**src/rtl/serial_adder_pkg.sv**
```systemverilog
// Shared constants and FSM encoding for the nibble-serial adder.
package serial_adder_pkg;
  localparam int NIBBLE_W = 4;

  typedef enum logic {
    IDLE = 1'b0,
    RUN  = 1'b1
  } state_t;
endpackage

```
**src/rtl/cla_slice_4bit.sv**
```systemverilog
// Combinational 4-bit carry-look-ahead slice; also exposes the carry into bit 3
// so the top can derive signed overflow on the most significant nibble.
module cla_slice_4bit
  import serial_adder_pkg::*;
(
  input  logic [NIBBLE_W-1:0] a4,
  input  logic [NIBBLE_W-1:0] b4,
  input  logic                ci,
  output logic [NIBBLE_W-1:0] s4,
  output logic                co,
  output logic                c3
);
  logic [NIBBLE_W-1:0] g, p;
  logic c1, c2;

  assign g = a4 & b4;
  assign p = a4 ^ b4;

  // Every carry is a flat two-level function of g/p/ci; no ripple inside the slice.
  assign c1 = g[0] | (p[0] & ci);
  assign c2 = g[1] | (p[1] & g[0]) | (p[1] & p[0] & ci);
  assign c3 = g[2] | (p[2] & g[1]) | (p[2] & p[1] & g[0]) | (p[2] & p[1] & p[0] & ci);
  assign co = g[3] | (p[3] & g[2]) | (p[3] & p[2] & g[1]) | (p[3] & p[2] & p[1] & g[0])
            | (p[3] & p[2] & p[1] & p[0] & ci);

  assign s4 = p ^ {c3, c2, c1, ci};
endmodule

```
**src/rtl/serial_nibble_adder.sv**
```systemverilog
// WIDTH-bit adder processing one nibble per clock through a single CLA slice.
// Define OVERFLOW_EN to add the registered signed-overflow output ovf.
module serial_nibble_adder
  import serial_adder_pkg::*;
#(
  parameter int WIDTH = 16
) (
  input  logic             clk,
  input  logic             rst,
  input  logic             start,
  input  logic [WIDTH-1:0] a,
  input  logic [WIDTH-1:0] b,
  input  logic             cin,
  output logic             busy,
  output logic             done,
  output logic [WIDTH-1:0] sum,
  output logic             cout
`ifdef OVERFLOW_EN
  ,output logic            ovf
`endif
);
  localparam int NIBBLES = WIDTH / NIBBLE_W;
  localparam int IDX_W   = (NIBBLES > 1) ? $clog2(NIBBLES) : 1;
  localparam logic [IDX_W-1:0] LAST = IDX_W'(NIBBLES - 1);

  state_t             state_q;
  logic [WIDTH-1:0]   a_q, b_q, sum_q;
  logic [IDX_W-1:0]   idx_q, idx_d;
  logic               carry_q, busy_q, done_q, cout_q;
  logic [NIBBLE_W-1:0] slice_s;
  logic               slice_co, slice_c3;

  assign idx_d = idx_q + 1'b1;

  cla_slice_4bit u_slice (
    .a4 (a_q[{idx_q, 2'b00} +: NIBBLE_W]),
    .b4 (b_q[{idx_q, 2'b00} +: NIBBLE_W]),
    .ci (carry_q),
    .s4 (slice_s),
    .co (slice_co),
    .c3 (slice_c3)
  );

`ifdef OVERFLOW_EN
  logic ovf_q;
  assign ovf = ovf_q;
`else
  wire unused_c3 = slice_c3;
`endif

  always_ff @(posedge clk or posedge rst) begin
    if (rst) begin
      state_q <= IDLE;
      a_q     <= '0;
      b_q     <= '0;
      sum_q   <= '0;
      idx_q   <= '0;
      carry_q <= 1'b0;
      busy_q  <= 1'b0;
      done_q  <= 1'b0;
      cout_q  <= 1'b0;
`ifdef OVERFLOW_EN
      ovf_q   <= 1'b0;
`endif
    end else begin
      done_q <= 1'b0;
      case (state_q)
        IDLE: begin
          if (start) begin
            a_q     <= a;
            b_q     <= b;
            carry_q <= cin;
            idx_q   <= '0;
            sum_q   <= '0;
            busy_q  <= 1'b1;
            state_q <= RUN;
          end
        end
        RUN: begin
          sum_q[{idx_q, 2'b00} +: NIBBLE_W] <= slice_s;
          carry_q <= slice_co;
          if (idx_q == LAST) begin
            // idx stays at LAST; it is cleared on the next accepted start.
            cout_q  <= slice_co;
`ifdef OVERFLOW_EN
            ovf_q   <= slice_c3 ^ slice_co;
`endif
            done_q  <= 1'b1;
            busy_q  <= 1'b0;
            state_q <= IDLE;
          end else begin
            idx_q <= idx_d;
          end
        end
        default: state_q <= IDLE;
      endcase
    end
  end

  assign busy = busy_q;
  assign done = done_q;
  assign sum  = sum_q;
  assign cout = cout_q;
endmodule

```
**config.mk**
```make
export PLATFORM = sky130hd
export DESIGN_NAME = serial_nibble_adder
export DESIGN_NICKNAME = d
export VERILOG_FILES = /design/src/rtl/serial_adder_pkg.sv /design/src/rtl/cla_slice_4bit.sv /design/src/rtl/serial_nibble_adder.sv
export SDC_FILE = /design/constraint.sdc
export NUM_CORES = 1
export LEC_CHECK = 0
export ABC_AREA = 0
export CAP_MARGIN = 20
export CORE_ASPECT_RATIO = 1.4
export CORE_MARGIN = 8
export CORE_UTILIZATION = 50
export CTS_CLUSTER_SIZE = 20
export DETAILED_ROUTE_END_ITERATION = 10
export PLACE_DENSITY = 0.79
export SLEW_MARGIN = 20
export SYNTH_ARGS = -nofsm -noshare
export SYNTH_HDL_FRONTEND = slang
export SYNTH_SLANG_ARGS = --single-unit
```
**constraint.sdc**
```tcl
create_clock -name clk -period 2.45 [get_ports clk]
set_input_delay 0.49 -clock clk [delete_from_list [all_inputs] [get_ports clk]]
set_output_delay 0.49 -clock clk [all_outputs]
set_load 0.05 [all_outputs]
```
# [After elaboration in Yosys (flattened, before gate mapping)]
# Cells that the tools add are included.
[op_classes] add_sub_neg=2 n_shift=4 n_eq_ne=4 n_reduce_logical=4 bitwise=30 mux=16
[ops] op="16-bit one-hot mux with 2 select lines" count=1
[ops] op="16-bit by 5-bit indexed part select with 4-bit output" count=2
[ops] op="1-bit bitwise AND" count=16
[ops] op="16-bit bitwise mux" count=1
[ops] op="16-bit 2-to-1 mux" count=1
[ops] op="4-bit by 6-bit variable shift with 16-bit output, first input constant" count=1
[ops] op="4-bit by 6-bit indexed part select with 16-bit output" count=1
[ops] op="1-bit OR" count=10
[ops] op="2-bit AND reduction" count=4
[ops] op="4-bit XOR" count=2
[ops] op="1-bit 2-to-1 mux" count=7
[ops] op="4-bit negation with 6-bit output" count=1
[ops] op="1-bit one-hot mux with 2 select lines" count=3
[ops] op="4-bit bitwise AND" count=1
[ops] op="2-bit 2-to-1 mux" count=2
[ops] op="2-bit != test, second input constant" count=2
[ops] op="2-bit one-hot mux with 2 select lines" count=1
[ops] op="2-bit by 1-bit adder with 2-bit output, second input constant" count=1
[ops] op="2-bit == test, second input constant" count=1
[ops] op="2-bit by 1-bit != test with 1-bit output, second input constant" count=1
[ops] op="1-bit NOT" count=1
[word_totals] input_bits=36 elab_cells=69 ff_bits=55

# [Longest topological paths before layout]
# Gate-level depths: netlist of the first run.
[depth] word_depth=10 mapped_depth=7 depth_no_buf=6

# [By module]
# A second synthesis of the first run with hierarchy kept.
[unflattened] cells_unflattened=169 hier_area_um2=2668.8
[modules_own_cells] mod="serial_nibble_adder" n_inst=1 seq_area_each_um2=1376.3 cells_each=151 area_each_um2=2513.7
[modules_own_cells] mod="cla_slice_4bit" n_inst=1 seq_area_each_um2=0.0 cells_each=18 area_each_um2=155.1

# [Worst setup path before layout of the first run]
# OpenSTA, ideal clock, no wires.
[synth_path] kind="register to register" startpoint="register idx_q[0]" endpoint="register sum_q[11], in the netlist sum[11]" required_time_ns=2.329 path_stages_with_launch=8 setup_slack_ns=0.248 n_path_buf=1 arrival_time_ns=2.081 period_less_slack_ns=2.202 path_cell_list="dfrtp_1 -> buf_4 -> mux4_2 -> ha_1 -> a21oi_1 -> o21ai_2 -> xor2_1 -> a22o_1"
[synth_via] elab_chain_len=10
[synth_lines] item="start: declaration" line="serial_nibble_adder.sv:28" source="logic [IDX_W-1:0] idx_q, idx_d;"
[synth_lines] item="start signal: assignment" line="serial_nibble_adder.sv:92" source="idx_q <= idx_d;"
[synth_lines] item="16-bit by 5-bit indexed part select with 4-bit output (on tied branches)" line="serial_nibble_adder.sv:36, serial_nibble_adder.sv:37"
[synth_lines] item="4-bit XOR / 4-bit bitwise AND (equally long branches)" line="cla_slice_4bit.sv:17, cla_slice_4bit.sv:16"
[synth_lines] item="1-bit bitwise AND" line="cla_slice_4bit.sv:22" source="assign c3 = g[2] | (p[2] & g[1]) | (p[2] & p[1] & g[0]) | (p[2] & p[1] & p[0] & ci);"
[synth_lines] item="1-bit OR / 1-bit bitwise AND (equally long branches) (2 in series)" line="cla_slice_4bit.sv:22"
[synth_lines] item="1-bit OR" line="cla_slice_4bit.sv:22"
[synth_lines] item="4-bit XOR" line="cla_slice_4bit.sv:26" source="assign s4 = p ^ {c3, c2, c1, ci};"
[synth_lines] item="4-bit by 6-bit indexed part select with 16-bit output" line="serial_nibble_adder.sv:80" source="sum_q[{idx_q, 2'b00} +: NIBBLE_W] <= slice_s;"
[synth_lines] item="16-bit bitwise mux (*)" line="serial_nibble_adder.sv:80"
[synth_lines] item="16-bit one-hot mux with 2 select lines (*)" line="serial_nibble_adder.sv:67" source="case (state_q)"
[synth_lines] item="end signal: indexed assignment" line="serial_nibble_adder.sv:80"
[synth_lines] item="end: declaration" line="serial_nibble_adder.sv:27" source="logic [WIDTH-1:0] a_q, b_q, sum_q;"
# Mark *: on every way between the ends. The rest lies on a longest branch, timed or not.
# A chain may end at the register's enable or synchronous reset.

# [Worst setup path in the final report of the first run]
[layout_path] startpoint="register idx_q[0]" endpoint="register sum_q[15], in the netlist sum[15]"
# Same word-level chain as after synthesis.

==> flow_metrics.tcl, run 1 <==
set metrics [dict create \
    port_buffers 54 \
    cts_setup_buffers 0 \
    cp_data_required_time_ps 2690 \
    power_density_mw_per_mm2 1530 \
    wl_per_cell_um 17.0 \
    finalSetupViolations 0 \
    cts_tree "done" \
    worstSetupStartpointType "flop" \
    maxCapViolCount 0 \
    crit_slowest_cell "mux4_2" \
    fp.dieW_um 76.8 \
    dp_hpwl_um 3950 \
    synth-async-reset-ratio 1.00 \
    setup_tns_ps 0 \
    drive_above_1_share 0.262 \
    synth_nets 215 \
    peakVddDrop_v 0.000805 \
    cts_root_buffer "clkbuf_8" \
    wl_met2_um 2530 \
    areaGrowthSynthToFinish_pct 28.4 \
    placed_cell_area_mm2 0.00320 \
    leakage_nw 1.45 \
    synth_top_area_frac 0.532 \
    drcViolationCount 0 \
    cts_resized 0 \
    avgSynthCellArea_um2 15.3 \
    antenna_found_initial 0 \
    routed_wl_um 5020 \
    numCtsBuffers 5 \
    drt_iter0_markers 89 \
    status "complete, no violations" \
    grt_max_degree 33 \
    worstMarginPinSlew_ps 522 \
    synth-edff-count 0 \
    syn_area_mm2 0.00259 \
    dr_wl_met3_um 266 \
    yosys_warnings 0 \
    seq_area_frac_synth 0.532 \
    fmaxAchievable_ghz 0.448 \
    area.sequential_mm2 0.00138 \
    setup_ws_ps 219 \
    critPathKind "flop to flop" \
    firstDrtPassIters 4 \
    whs_ps 513 \
    cts.sink_count 55 \
    final_antenna_net_count 0 \
    grt_pass1_vias 1744 \
    vias 1626 \
    r2r_setup_slack_ps 220 \
    top_layer "met4" \
    critPathMaxStageDelay_ps 580 \
    timing_hold_violations_final 0 \
    chipHeight_um 101 \
    final_nets 274 \
    n_antenna_cell 0 \
    drt-met1-wl_um 2150 \
    yosys_most_used_dff "dfrtp_1" \
    cts_max_level 2 \
    final_util 0.653 \
    cts_hold_buf 0 \
    skew_ps 3.77 \
    rsz0062_at_grt "false" \
    fill_cells 362 \
    ios 55 \
    place_ws_ps 216 \
    gp_congestion 0.783 \
    start_util 0.509 \
    synth_area_leaders "dfrtp_1 53%, mux2_4 10%, mux4_2 7.0%" \
    coreArea_mm2 0.00508 \
    fin_crit_sh 0.910 \
    design_area_mm2 0.00332 \
    yosysUniqueCellTypes 30 \
    row_count 31 \
    grt.total_usage 0.139 \
    cts.clk_slew.worst_paths_ps 90 \
    grt_pass1_wl_um 8710 \
    relSlewSlack 0.652 \
    netlist_instances 169 \
    synth_area_leader_cell "dfrtp_1" \
    period_needed_ps 2230 \
    finalMaxSlewViolations 0 \
    end_kind "flop" \
    routed_via_density 5.51 \
    synth_seq_cells 55 \
    hp-class "flop to flop" \
    critPathMaxFanout 10 \
    grt_overflow 0 \
    multi_input_area_mm2 0.00112 \
    cts_buffer_depth 2 \
    path_cells "buf_4 -> mux4_2 -> ha_1 -> a21oi_1 -> o21ai_2 -> xor2_1 -> a22o_1" \
    insertion_delay_ps 300 \
    die-area_mm2 0.00776 \
    worstPathArrival_ps 2470 \
]
cells in the mapped netlist (all sizes together), types with 2 or more instances:
| cell type | n |
|---|---|
| dfrtp | 55 |
| buf | 6 |
| mux2 | 33 |
| inv | 6 |
| a22o | 18 |
| a21o | 2 |
| ha | 9 |
| xnor2 | 2 |
| mux4 | 8 |
| a31oi | 2 |
| xor2 | 2 |
| nor2 | 6 |
| nor2b | 2 |
| a21oi | 6 |
| nand2 | 3 |
cell families (layout without fill, tap and decap cells):
kind of cell	count (synthesis)	in the layout	synth area share
simple gates	16	16	0.0348
flops	55	55	0.532
xor+xnor	4	4	0.0135
buf+inv	13	73	0.0377
mux	41	41	0.239
fa+ha+maj	10	10	0.0513
compound gates	30	30	0.0910
registers in the layout (all words and copies together) (netlist names):
name	count
done	1
b_q	16
sum	16
cout	1
state_q	1
a_q	16
idx_q	2
carry_q	1
busy	1
critical path: cells and delay by family (launching register included):
family | cells | cell delay [ps]
muxes | 1 | 580
buffers and inverters | 1 | 190
AOI/OAI and AO/OA | 3 | 460
adders and majority gates | 1 | 330
xor gates and xnor gates | 1 | 270
DFF | 1 | 350
power by group:
part | switching (mW) | total, mW | internal, mW
logic | 1.50 | 2.84 | 1.34
clock network | 0.269 | 0.600 | 0.331
registers | 0.304 | 1.63 | 1.33
total | 2.07 | 5.07 | 3.00
path summary, 6_finish.rpt:
check,from,to,cells after the start
min reg2reg,sum[11],sum[11],1
max reg2reg,idx_q[0],sum[15],7
max in group asynchronous,rst,idx_q[1],3
max,idx_q[0],sum[15],7
min in group asynchronous,rst,a_q[3],2
min,sum[11],sum[11],1
layer usage:
metal,track usage,up-vias
li1,-,748
met1,0.174,813
met2,0.226,59
met3,0.0348,6
met4,0.0490,0
met5,0,-
cell usage in the layout (no fill, tap or decap), types with 3 or more instances in the layout:
cell	count
dfrtp_1	55
clkdlybuf4s50_1	54
a22o_1	18
mux2_4	18
mux2_2	15
ha_1	9
mux4_2	8
nor2_1	6
clkbuf_8	6
a21oi_1	5
inv_1	5
nand2_1	3
buf_4	3
per-stage QoR:
step / power, mW / cells
6_report: 5.07 / 295
2_1_floorplan: 3.77 / 169
3_3_place_gp: 4.44 / 287
5_1_grt: 5.43 / 295
3_5_place_dp: 4.50 / 287
4_1_cts: 5.11 / 295
final cells by class:
class / count / area share
clock buffers: 6 / 0.0249
clock inverters: 2 / 0.0106
inverters: 6 / 0.00678
multi-input cells: 101 / 0.337
flip-flops and latches: 55 / 0.415
well taps: 66 / 0.0249
repair buffers: 59 / 0.182
(Power assumes the default switching activity.)
==> run 2, diff against run 1 <==
--- a/constraint.sdc
+++ b/constraint.sdc
@@ -3,2 +3,2 @@
 set_output_delay 0.49 -clock clk [all_outputs]
-set_load 0.05 [all_outputs]
+set_load 0.1 [all_outputs]
==> flow_metrics.tcl, run 2 (same netlist as run 1, synthesis figures left out) <==
set metrics [dict create \
    grt.busiest_layer "met2" \
    fin_crit_sh 0.926 \
    final_antenna_net_count 0 \
    fmaxAchievable_ghz 0.441 \
    maxCapViolCount 0 \
    grt_pass1_vias 1783 \
    drcViolationCount 0 \
    coreArea_mm2 0.00508 \
    cts_max_level 2 \
    multi_input_area_mm2 0.00112 \
    cp_data_required_time_ps 2690 \
    die-area_mm2 0.00776 \
    fill_cells 392 \
    drt_iter0_markers 92 \
    grt.total_usage 0.141 \
    final_cell_mix "55 x dfrtp_1, 35 x clkdlybuf4s50_1, 22 x buf_4, 18 x a22o_1, 18 x mux2_4" \
    cts.clk_slew.worst_paths_ps 90 \
    start_util 0.509 \
    grt_max_degree 32 \
    end_kind "flop" \
    ios 55 \
    rsz0062_at_grt "false" \
    cp.depth 7 \
    finalSetupViolations 0 \
    final_nets 274 \
    whs_path_depth 1 \
    skew_ps 9.03 \
    firstDrtPassIters 4 \
    numCtsBuffers 5 \
    worstMarginPinSlew_ps 536 \
    cts_resized 0 \
    worstSetupStartpointType "flop" \
    timing_hold_violations_final 0 \
    area.sequential_mm2 0.00138 \
    cts_tree "done" \
    cts_hold_buf 0 \
    critPathMaxStageDelay_ps 570 \
    critPathKind "flop to flop" \
    grt_overflow 0 \
    n_antenna_cell 0 \
    port_buffers 54 \
    vias 1602 \
    period_needed_ps 2270 \
    hp-class "flop to flop" \
    wl_per_cell_um 17.7 \
    final_common_cell "dfrtp_1" \
    insertion_delay_ps 310 \
    routed_via_density 5.45 \
    cp.buffers_inverters 1 \
    cts.sink_count 55 \
    finalMaxSlewViolations 0 \
    grtUsageMet1 0.172 \
    fp.dieW_um 76.8 \
    worstPathArrival_ps 2510 \
    cp_top_family "multiplexers" \
    chipHeight_um 101 \
    path_cells "buf_4 -> mux4_2 -> ha_1 -> a21o_1 -> a21oi_2 -> xnor2_1 -> a22o_1" \
    grt.met2_usage 0.228 \
    grt_pass1_wl_um 8760 \
    drive_above_1_share 0.342 \
    cts_buffer_depth 2 \
    relSlewSlack 0.642 \
    met3_usage 0.0446 \
    status "complete, no violations" \
    cts_setup_buffers 0 \
    cts_root_buffer "clkbuf_8" \
    antenna_found_initial 0 \
    row_count 31 \
    ff2ff_path_depth 7 \
    crit_slowest_cell "mux4_2" \
    critPathMaxFanout 10 \
    routed_wl_um 5200 \
    dp_hpwl_um 3990 \
    setup_tns_ps 0 \
    gp_congestion 0.791 \
    areaGrowthSynthToFinish_pct 25.4 \
]
run 2: changes by cell type in the layout (fill, tap and decap cells not counted):
| cell | before | now |
|---|---|---|
| buf_4 | 3 | 22 |
| clkdlybuf4s50_1 | 54 | 35 |
| bufinv_16 | 1 | 0 |
run 2: path summary, 6_finish.rpt:
| path | to | from | slack (ps) |
|---|---|---|---|
| setup / recovery | sum[6] | idx_q[0] | 180 |
| hold / removal | a_q[8] | a_q[8] | 510 |
| setup reg to reg | sum[6] | idx_q[0] | 180 |
| hold reg to reg | a_q[8] | a_q[8] | 510 |
| max in group asynchronous | sum[15] | rst | 1360 |
| min in group asynchronous | sum[14] | rst | 540 |
run 2: worst reg2reg max path: stages, from the launching register on:
cell and delay [ps]:
dfrtp_1 360, buf_4 200, mux4_2 570, ha_1 340
a21o_1 180, a21oi_2 140, xnor2_1 230, a22o_1 200
run 2: cell type report:
class | instances | area share
Clock buffer | 6 | 0.0255
Multi-Input combinational cell | 101 | 0.345
Tap cell | 66 | 0.0255
Timing Repair Buffer | 59 | 0.171
Inverter | 6 | 0.00695
Clock inverter | 1 | 0.00154
Sequential cell | 55 | 0.425
run 2: stage by stage:
stage / instances / hold WS (ps) / area, um^2 / utilization / setup slack (ps)
3_5_place_dp: 287 / 494 / 3150 / 0.621 / 205
5_1_grt: 294 / 533 / 3240 / 0.638 / 81.8
2_1_floorplan: 169 / 475 / 2590 / - / 248
6_report: 294 / 513 / 3240 / 0.638 / 181
3_3_place_gp: 287 / 490 / 3150 / 0.621 / 279
4_1_cts: 294 / 516 / 3240 / 0.638 / 176
run 2: metal layers:
metal | part of all wire | vias to the layer above
met1 | 0.44 | 794
met4 | 0.020 | 0
li1 | - | 741
met2 | 0.48 | 57
met3 | 0.056 | 10
met5 | 0 | -
Power of run 2 is left out: the tool's default activity adds up to more than one toggle a clock period on the data nets, which glitch-free logic cannot reach.
==> run 3, diff against run 2 <==
- ABC_AREA: 0 -> 1
- PLACE_DENSITY: 0.79 -> 0.78
==> flow_metrics.tcl, run 3 <==
set metrics [dict create \
    status "complete, no violations" \
    die-area_mm2 0.00795 \
    synth-async-reset-ratio 1.00 \
    fp.dieW_um 77.7 \
    syn_area_mm2 0.00266 \
    cts_buffer_depth 2 \
    synth_top_area_frac 0.517 \
    finalSetupViolations 0 \
    row_count 31 \
    ios 55 \
    netlist_instances 323 \
    setup_tns_ps 0 \
    rsz0062_at_grt "false" \
    grt.total_usage 0.156 \
    coreArea_mm2 0.00516 \
    areaGrowthSynthToFinish_pct 23.9 \
    n_antenna_cell 0 \
    finalMaxSlewViolations 0 \
    critPathMaxFanout 11 \
    crit_path_start "idx_q[1]" \
    end_kind "flop" \
    grt.met2_usage 0.285 \
    multi_input_area_mm2 0.00111 \
    grt_max_degree 38 \
    avgSynthCellArea_um2 8.24 \
    final_common_cell "nand2_1" \
    cts_setup_buffers 0 \
    whs_ps 471 \
    insertion_delay_ps 310 \
    final_cell_mix "143 x nand2_1, 55 x dfrtp_1, 35 x clkdlybuf4s50_1, 21 x nor2_1, 21 x buf_4" \
    synth_area_leader_cell "dfrtp_1" \
    period_needed_ps 2190 \
    vias 2251 \
    wl_per_cell_um 13.1 \
    yosysUniqueCellTypes 26 \
    critPathMaxStageDelay_ps 570 \
    synth_common_cells "143 x nand2_1, 55 x dfrtp_1, 21 x nor2_1, 19 x o21ai_0, 18 x inv_1" \
    synth_seq_cells 55 \
    worstSetupStartpointType "flop" \
    met3_usage 0.0370 \
    fmaxAchievable_ghz 0.456 \
    cts_hold_buf 0 \
    routed_wl_um 5800 \
    grt_pass1_vias 2402 \
    numCtsBuffers 5 \
    area.sequential_mm2 0.00138 \
    critPathKind "flop to flop" \
    grt_overflow 0 \
    final_antenna_net_count 0 \
    drive_above_1_share 0.116 \
    path_cells "clkinvlp_4 -> o21ai_0 -> o22ai_1 -> fa_1 -> xnor2_1 -> nor2_1 -> nand2_1 -> o21ai_2" \
    worstPathArrival_ps 2440 \
    drt_iter0_markers 99 \
    cp_data_required_time_ps 2700 \
    skew_ps 10.5 \
    cts_root_buffer "clkbuf_8" \
    fill_cells 459 \
    yosys_most_used_dff "dfrtp_1" \
    relSlewSlack 0.737 \
    cts_tree "done" \
    gp_congestion 0.893 \
    antenna_found_initial 0 \
    timing_hold_violations_final 0 \
    synth_area_leaders "dfrtp_1 52%, nand2_1 20%, ha_1 4.2%" \
    crit_slowest_cell "dfrtp_1" \
    maxCapViolCount 0 \
    synth.most_common_cell "nand2_1" \
    dp_hpwl_um 4460 \
    r2r_start "idx_q[1]" \
    hp-class "input pin to asynchronous set/reset pin" \
    chipHeight_um 102 \
    cts_max_level 2 \
    grtUsageMet1 0.160 \
    synth_nets 369 \
    yosys_warnings 0 \
    start_util 0.516 \
    grt.busiest_layer "met2" \
    fin_crit_sh 0.896 \
    grt_pass1_wl_um 10100 \
    firstDrtPassIters 4 \
    port_buffers 54 \
    drcViolationCount 0 \
    final_nets 423 \
    worstMarginPinSlew_ps 395 \
    synth-edff-count 0 \
    seq_area_frac_synth 0.517 \
    cts.clk_slew.worst_paths_ps 100 \
    routed_via_density 5.07 \
    cts.sink_count 55 \
]
run 3: cell types whose count changed after synthesis, sizes merged, moves of 6 or more:
cell / delta
a22o: -17
nand4: +6
o22ai: +8
mux4: -8
mux2: -33
o21ai: +25
nor2: +16
nand3: +10
nand2: +143
inv: +17
run 3: through the flow:
| step | util | instance area, um^2 | setup slack (ps) | instances |
|---|---|---|---|---|
| 6_report | 0.639 | 3300 | 255 | 444 |
| 5_1_grt | 0.639 | 3300 | 43.9 | 444 |
| 4_1_cts | 0.639 | 3290 | 254 | 444 |
| 3_5_place_dp | 0.619 | 3190 | 276 | 436 |
| 3_3_place_gp | 0.619 | 3190 | 378 | 436 |
| 2_1_floorplan | - | 2660 | 574 | 323 |
run 3: layer usage:
layer | wire (um) | vias to the layer above
met2 | 3100 | 56
li1 | - | 1128
met4 | 154 | 0
met3 | 246 | 16
met5 | 0 | -
met1 | 2300 | 1051
run 3: final cells by class:
type                    instances  share of cell area
well taps                      66              0.0250
clock buffers                   8              0.0303
multi-input cells             234               0.336
inverters                      24              0.0307
flip-flops and latches         55               0.417
repair buffers                 57               0.160
run 3: worst max-delay path: cells and delay by family, from the launching register on:
family,cells,cell delay (ps)
AO/OA/AOI/OAI,3,400
XOR/XNOR,1,150
adder cells (fa/ha/maj),1,430
buffers and inverters,1,300
flip-flops,1,570
AND/OR/NAND/NOR,2,270
run 3: kinds of logic (layout without fill, tap and decap cells):
| group | count (synthesis) | in the layout | synth area share |
|---|---|---|---|
| compound gates | 36 | 36 | 0.0771 |
| simple gates | 187 | 187 | 0.287 |
| xor+xnor | 1 | 1 | 0.00329 |
| buf+inv | 34 | 89 | 0.0658 |
| flops | 55 | 55 | 0.517 |
| fa+ha+maj | 10 | 10 | 0.0498 |
run 3: path summary, 6_finish.rpt:
path                           end  slack [ps]  cells after the start
setup / recovery           sum[13]         260                      8
hold / removal             sum[10]         470                      2
setup reg to reg           sum[13]         260                      8
hold reg to reg             b_q[9]         480                      2
max in group asynchronous   a_q[7]        1470                      3
min in group clk            b_q[9]         480                      2
run 3: what timing repair did:
action,CTS,global route
setup endpoints to repair,0,1
gates resized for setup,0,1
hold endpoints to repair,0,0
Power of run 3 is left out for the same reason.
